File: src/rtl/dense_layer_seq_pkg.sv
// Shared definitions for the dense-layer sequencer.
// Holds the default layer geometry, the accumulator type and the
// sequencer state encoding used by dense_layer_seq and its lanes.
package dense_layer_seq_pkg;

    // Default geometry of the layer this sequencer is built for
    localparam int IN_SIZE_0  = 32;
    localparam int OUT_SIZE_0 = 3;
    localparam int IN_W_0     = 40;
    localparam int W_W_0      = 8;
    localparam int ACC_W_0    = 48;
    localparam int IDX_W_0    = 8;

    typedef logic signed [ACC_W_0-1:0] acc_t;

    typedef enum logic [2:0] {
        ST_IDLE  = 3'd0,
        ST_LOAD  = 3'd1,
        ST_ISSUE = 3'd2,
        ST_DRAIN = 3'd3,
        ST_DONE  = 3'd4
    } seq_state_t;

endpackage

File: src/rtl/dense_layer_seq_sat_mac_lane.sv
// One accumulator lane of the dense layer: loads the sign-extended bias,
// then adds data*weight with saturation whenever enabled.
// Ports:
//   clk, rst     clock, asynchronous active-high reset
//   load         load bias into the accumulator (wins over en)
//   en           accumulate this cycle's product
//   bias         signed bias for this lane
//   data         signed input element
//   weight       signed weight for this lane
//   acc_next     saturated accumulator + product (value written when en)
module sat_mac_lane
    import dense_layer_seq_pkg::*;
#(
    parameter int IN_W  = IN_W_0,
    parameter int W_W   = W_W_0,
    parameter int ACC_W = ACC_W_0
) (
    input  logic                    clk,
    input  logic                    rst,
    input  logic                    load,
    input  logic                    en,
    input  logic signed [W_W-1:0]   bias,
    input  logic signed [IN_W-1:0]  data,
    input  logic signed [W_W-1:0]   weight,
    output logic signed [ACC_W-1:0] acc_next
);

    localparam int PROD_W = IN_W + W_W;
    // One guard bit is enough: the product never exceeds the accumulator range
    localparam int SUM_W  = ACC_W + 1;

    // Clamp a one-bit-wide-overflow sum back into the accumulator range
    function automatic logic signed [ACC_W-1:0] saturate(input logic signed [SUM_W-1:0] v);
        logic signed [ACC_W-1:0] r;
        if (v[SUM_W-1] != v[SUM_W-2]) begin
            r = v[SUM_W-1] ? {1'b1, {(ACC_W-1){1'b0}}} : {1'b0, {(ACC_W-1){1'b1}}};
        end else begin
            r = v[ACC_W-1:0];
        end
        return r;
    endfunction

    logic signed [ACC_W-1:0]  acc_r;
    logic signed [PROD_W-1:0] prod_s;
    logic signed [SUM_W-1:0]  sum_s;

    // Full-precision product and guarded sum, then saturate
    always_comb begin
        prod_s   = PROD_W'(data) * PROD_W'(weight);
        sum_s    = SUM_W'(acc_r) + SUM_W'(prod_s);
        acc_next = saturate(sum_s);
    end

    // Accumulator register: bias load has priority over accumulation
    always_ff @(posedge clk or posedge rst) begin
        if (rst) begin
            acc_r <= {ACC_W{1'b0}};
        end else if (load) begin
            acc_r <= ACC_W'(bias);
        end else if (en) begin
            acc_r <= acc_next;
        end
    end

endmodule

File: src/rtl/dense_layer_seq.sv
// Sequencer for one fully-connected layer. Walks the input vector one
// element per cycle, pairs each element with its registered ROM row one
// cycle later, and accumulates into OUT_SIZE saturating lanes.
// Ports:
//   clk, rst            clock, asynchronous active-high reset
//   start, abort, busy  run control (start sampled only when idle)
//   in_idx, in_data     index into / element of the caller's input vector
//   w_addr, w_row       weight ROM address and the row it returns next cycle
//   bias                per-lane bias, static during a run
//   out_valid, out_ready, out_vec  result handshake and packed result
module dense_layer_seq
    import dense_layer_seq_pkg::*;
#(
    parameter int IN_SIZE  = IN_SIZE_0,
    parameter int OUT_SIZE = OUT_SIZE_0,
    parameter int IN_W     = IN_W_0,
    parameter int W_W      = W_W_0,
    parameter int ACC_W    = ACC_W_0,
    parameter int IDX_W    = IDX_W_0
) (
    input  logic                      clk,
    input  logic                      rst,
    input  logic                      start,
    input  logic                      abort,
    output logic                      busy,
    output logic [IDX_W-1:0]          in_idx,
    input  logic [IN_W-1:0]           in_data,
    output logic [IDX_W-1:0]          w_addr,
    input  logic [OUT_SIZE*W_W-1:0]   w_row,
    input  logic [OUT_SIZE*W_W-1:0]   bias,
    output logic                      out_valid,
    input  logic                      out_ready,
    output logic [OUT_SIZE*ACC_W-1:0] out_vec
);

    localparam logic [IDX_W-1:0] LAST_IDX = IDX_W'(IN_SIZE - 1);

    seq_state_t state_r, state_nxt;
    logic busy_r, busy_nxt;
    logic valid_r, valid_nxt;
    logic load_bias_s, issue_s, capture_s;
    logic [IDX_W-1:0]          cnt_r;
    logic [IDX_W-1:0]          idx_r;
    logic [IN_W-1:0]           p_data_r;
    logic                      p_vld_r;
    logic [OUT_SIZE*ACC_W-1:0] out_vec_r;
    logic [OUT_SIZE*ACC_W-1:0] acc_next_s;

    // State register plus the registered status outputs
    always_ff @(posedge clk or posedge rst) begin
        if (rst) begin
            state_r <= ST_IDLE;
            busy_r  <= 1'b0;
            valid_r <= 1'b0;
        end else begin
            state_r <= state_nxt;
            busy_r  <= busy_nxt;
            valid_r <= valid_nxt;
        end
    end

    // Next-state logic; abort overrides everything once a run is in flight
    always_comb begin
        state_nxt = state_r;
        if (abort && (state_r != ST_IDLE)) begin
            state_nxt = ST_IDLE;
        end else begin
            case (state_r)
                ST_IDLE:  state_nxt = start ? ST_LOAD : ST_IDLE;
                ST_LOAD:  state_nxt = ST_ISSUE;
                ST_ISSUE: state_nxt = (cnt_r == LAST_IDX) ? ST_DRAIN : ST_ISSUE;
                ST_DRAIN: state_nxt = ST_DONE;
                ST_DONE:  state_nxt = out_ready ? ST_IDLE : ST_DONE;
                default:  state_nxt = ST_IDLE;
            endcase
        end
    end

    // Output/control decode from current and next state
    always_comb begin
        busy_nxt    = (state_nxt != ST_IDLE);
        valid_nxt   = (state_nxt == ST_DONE);
        load_bias_s = (state_r == ST_IDLE) && start;
        issue_s     = (state_r == ST_ISSUE) && !abort;
        capture_s   = (state_r == ST_DRAIN) && !abort;
    end

    // Issue counter, index output, input pipeline register and result capture
    always_ff @(posedge clk or posedge rst) begin
        if (rst) begin
            cnt_r     <= {IDX_W{1'b0}};
            idx_r     <= {IDX_W{1'b0}};
            p_data_r  <= {IN_W{1'b0}};
            p_vld_r   <= 1'b0;
            out_vec_r <= {(OUT_SIZE*ACC_W){1'b0}};
        end else begin
            p_vld_r <= issue_s;
            if (issue_s) begin
                p_data_r <= in_data;
            end
            if (load_bias_s) begin
                cnt_r <= {IDX_W{1'b0}};
            end else if (issue_s) begin
                cnt_r <= cnt_r + IDX_W'(1);
            end
            // idx_r mirrors cnt_r during ISSUE but holds its last value elsewhere
            if ((state_r == ST_LOAD) && !abort) begin
                idx_r <= {IDX_W{1'b0}};
            end else if (issue_s && (cnt_r != LAST_IDX)) begin
                idx_r <= cnt_r + IDX_W'(1);
            end
            // The last MAC lands at the end of DRAIN, so capture the lane's next value
            if (capture_s) begin
                out_vec_r <= acc_next_s;
            end
        end
    end

    for (genvar j = 0; j < OUT_SIZE; j++) begin : g_lane
        sat_mac_lane #(
            .IN_W  (IN_W),
            .W_W   (W_W),
            .ACC_W (ACC_W)
        ) u_lane (
            .clk      (clk),
            .rst      (rst),
            .load     (load_bias_s),
            .en       (p_vld_r),
            .bias     (bias[j*W_W +: W_W]),
            .data     (p_data_r),
            .weight   (w_row[j*W_W +: W_W]),
            .acc_next (acc_next_s[j*ACC_W +: ACC_W])
        );
    end

    assign busy      = busy_r;
    assign out_valid = valid_r;
    assign in_idx    = idx_r;
    assign w_addr    = idx_r;
    assign out_vec   = out_vec_r;

endmodule

File: config.mk
export PLATFORM = sky130hd
export DESIGN_NAME = dense_layer_seq
export DESIGN_NICKNAME = d
export VERILOG_FILES = /design/src/rtl/dense_layer_seq_pkg.sv /design/src/rtl/dense_layer_seq_sat_mac_lane.sv /design/src/rtl/dense_layer_seq.sv
export SDC_FILE = /design/constraint.sdc
export NUM_CORES = 2
export LEC_CHECK = 0
export CORE_MARGIN = 2
export CORE_UTILIZATION = 50
export CTS_CLUSTER_DIAMETER = 60
export DETAILED_ROUTE_END_ITERATION = 7
export HOLD_SLACK_MARGIN = 0.03
export PLACE_DENSITY = 0.68
export SETUP_SLACK_MARGIN = 0.4
export SKIP_LAST_GASP = 1
export SYNTH_ARGS = -nofsm -noshare
export SYNTH_HDL_FRONTEND = slang
export SYNTH_SLANG_ARGS = --single-unit
File: constraint.sdc
create_clock -name clk -period 27.9 [get_ports clk]
set_input_delay 5.58 -clock clk [delete_from_list [all_inputs] [get_ports clk]]
set_output_delay 5.58 -clock clk [all_outputs]
set_load 0.1 [all_outputs]
==> metrics.yaml <==
cts_made_buffers: 47
hold_viol: 0
cts_resized: 0
ys.flop_type: "dfrtp_1"
fin_nets: 6806
drv_slew: 0
syn_nets: 6776
syn_area_per_cell_sq_um: 9.28
synthXorXnorAreaFrac: 0.0262
post_cts_buffers: 0
fp.dieArea_sq_um: 104000
drtIter0Drc: 2849
synth.area.mux_share: 0.00259
clk_pin_slew_ns: 0.06
clk-insertion-delay-late_ns: 0.64
worstSetupEndpoint: "out_vec[44]"
cp_data_arrival_time_ns: 13.10
setup_tns_ns: 0
die_w_microns: 323
grt_max_degree: 99
worst_slew_pin_slew_ns: 1.19
area_delta_synth_final_pct: 9.93
cts_num_sinks: 350
routedWlPerCell_microns: 21.3
dpl_cell_area_sq_um: 54300
hold_path_class: "flip-flop to flip-flop"
path_max_fanout: 40
status: "complete, no violations"
portBuffers: 254
synth.distinct_cells: 86
fin_crit_ns: 12.65
synth_top_area_frac: 0.355
synth_warnings: 0
core_sq_um: 100000
cts_tree: "built"
antenna_found_initial: 10
start_util: 0.506
synthSimpleGateAreaFrac: 0.168
io_pins: 255
fin_area_sq_um: 55900
grt_pass1_wl_microns: 237000
die_h_microns: 323
syn-cell-area_sq_um: 50800
hold_buffers: 0
worstReg2RegStart: "p_data_r[0]"
path_class: "input port to flip-flop"
post_drt_via_cell_ratio: 5.66
first_pass_iters: 5
synth_compound_area_frac: 0.118
synth_top_cells_by_area: "fa_1, dfrtp_1, ha_1, and2_1, nand2_1"
antenna_left: 0
clk_path_buf_depth: 3
cp-start-kind: "input port"
maxCapViolations: 0
fmaxAchievable_mhz: 79.0
slew_headroom: 0.210
overflow: 0
async_flop_share: 1.00
cts-root-buf: "clkbuf_16"
setup_violations: 0
cts_max_level: 2
ys_ff_latch: 350
synth_top_family_by_area: "adder cells"
first_global_vias: 41857
synth_seq_area_share: 0.172
hpwl_microns: 111000
fin_crit_sh: 0.453
synth_cells: 5473
synth_adder_area_share: 0.437
synth_edf_count: 0
gp_congestion: 0.954
timing.rr.end: "g_lane[2].u_lane.acc_r[8]"
drc: 0
r2r_slack_ns: 19.98
yosysTopAreaCell: "fa_1"
cp-startpoint: "w_row[0]"
reg2regPathDepth: 20
routed_wl_microns: 147000
track_usage: 0.294
drive_above_1_share: 0.0401
rsz0062_at_grt: "false"
vias: 39030
fin_skew_ns: 0.0428
row_count: 116
end_kind: "flip-flop"
cp.required_ns: 28.35
==> synth_stat cells, drive strengths merged (23+ instances only) <==
library cell	instances
o211ai	25
o31ai	23
maj3	32
nand2	691
nor3	37
a21oi	277
dfrtp	350
and2	600
buf	59
xnor2	101
inv	648
a221oi	33
clkbuf	293
fa	900
nand4	27
a211oi	24
a21o	63
nand3	46
xor2	48
o211a	23
o21ai	363
ha	310
o21bai	35
nor2	250
nand2b	24
==> through the flow <==
| step | cells | hold WS, ns | worst slack (ns) | utilization |
|---|---|---|---|---|
| floorplan | 5473 | 0.464 | 12.61 | - |
| global placement | 6811 | 0.460 | 14.79 | 0.540 |
| detailed placement | 6811 | 0.467 | 14.69 | 0.540 |
| CTS | 6896 | 0.483 | 15.35 | 0.556 |
| global route | 6897 | 0.493 | 14.86 | 0.556 |
| finish | 6897 | 0.476 | 15.25 | 0.556 |
==> metal layers <==
layer / share of wire / vias to the layer above / track usage / routed length (microns)
li1: - / 17489 / - / -
met1: 0.41 / 19948 / 0.394 / 60800
met2: 0.47 / 1359 / 0.474 / 68400
met3: 0.078 / 230 / 0.0571 / 11400
met4: 0.043 / 4 / 0.112 / 6320
met5: 0.00016 / - / 0 / 23
==> layout make-up <==
class | instances | area, sq um
fill | 9051 | 44600
clock buffer | 62 | 1290
sequential | 350 | 8760
antenna | 1 | 2.50
clock inverter | 23 | 290
timing repair buffer | 333 | 3090
multi-input combinational | 4123 | 38300
inverter | 648 | 2440
tap | 1357 | 1700
==> sequential cells by signal, summed over array words and instances, names as in the netlist <==
| name | cells |
|---|---|
| g_lane.u_lane.acc_r | 144 |
| out_vec | 144 |
| p_data_r | 40 |
| cnt_r | 8 |
| in_idx | 8 |
| state_r | 3 |
| busy | 1 |
| out_valid | 1 |
| p_vld_r | 1 |
==> worst max-delay path, stage by stage <==
cell             delay [ns]
clkdlybuf4s50_1        0.48
buf_4                  0.46
nand2_1                0.17
fa_1                   0.54
inv_1                  0.06
fa_1                   0.50
inv_1                  0.06
fa_1                   0.42
inv_1                  0.10
fa_1                   0.46
fa_1                   0.38
ha_1                   0.39
a2111o_1               0.41
o21bai_1               0.21
a211oi_1               0.65
nor3_1                 0.20
or2_1                  0.31
o2111ai_1              0.31
mux2i_4                0.13
buf_4                  0.26
nor2_2                 0.80
a21oi_1                0.17
==> how the worst min path moves through the flow <==
stage                                          start                         end  slack, ns  cells after the start
final                                   out_vec[105]                out_vec[105]       0.48                      2
after global routing                    out_vec[119]                out_vec[119]       0.49                      2
after CTS                               out_vec[113]                out_vec[113]       0.48                      2
after detailed placement                out_vec[143]                out_vec[143]       0.47                      2
after global placement                   out_vec[19]                 out_vec[19]       0.46                      2
after floorplan           g_lane[1].u_lane.acc_r[33]  g_lane[1].u_lane.acc_r[33]       0.46                      2
==> placed cells by master (no fill, tap or decap), types with 31 or more instances in the layout <==
| cell | count |
|---|---|
| and2_1 | 600 |
| xnor2_1 | 98 |
| dfrtp_1 | 349 |
| o21ai_1 | 39 |
| a21oi_1 | 275 |
| ha_1 | 310 |
| a21o_1 | 63 |
| clkdlybuf4s50_1 | 244 |
| fa_1 | 900 |
| nand3_1 | 45 |
| nand2_1 | 689 |
| xor2_1 | 47 |
| o21bai_1 | 35 |
| buf_4 | 81 |
| clkbuf_16 | 47 |
| o21ai_0 | 322 |
| nor2_1 | 245 |
| maj3_1 | 31 |
| inv_1 | 643 |
| a221oi_1 | 33 |
| nor3_1 | 36 |
==> kinds of logic (layout without fill, tap and decap cells) <==
logic type | count (synthesis) | after routing
multiplexers | 11 | 11
AO/OA/AOI/OAI | 976 | 976
AND/OR/NAND/NOR | 1745 | 1745
flip-flops | 350 | 350
XOR/XNOR | 149 | 149
adder cells (fa/ha/maj) | 1242 | 1242
buffers and inverters | 1000 | 1066
other | 0 | 1
Power is left out: the tool's default activity adds up to more than one toggle a clock period on the data nets, which glitch-free logic cannot reach.
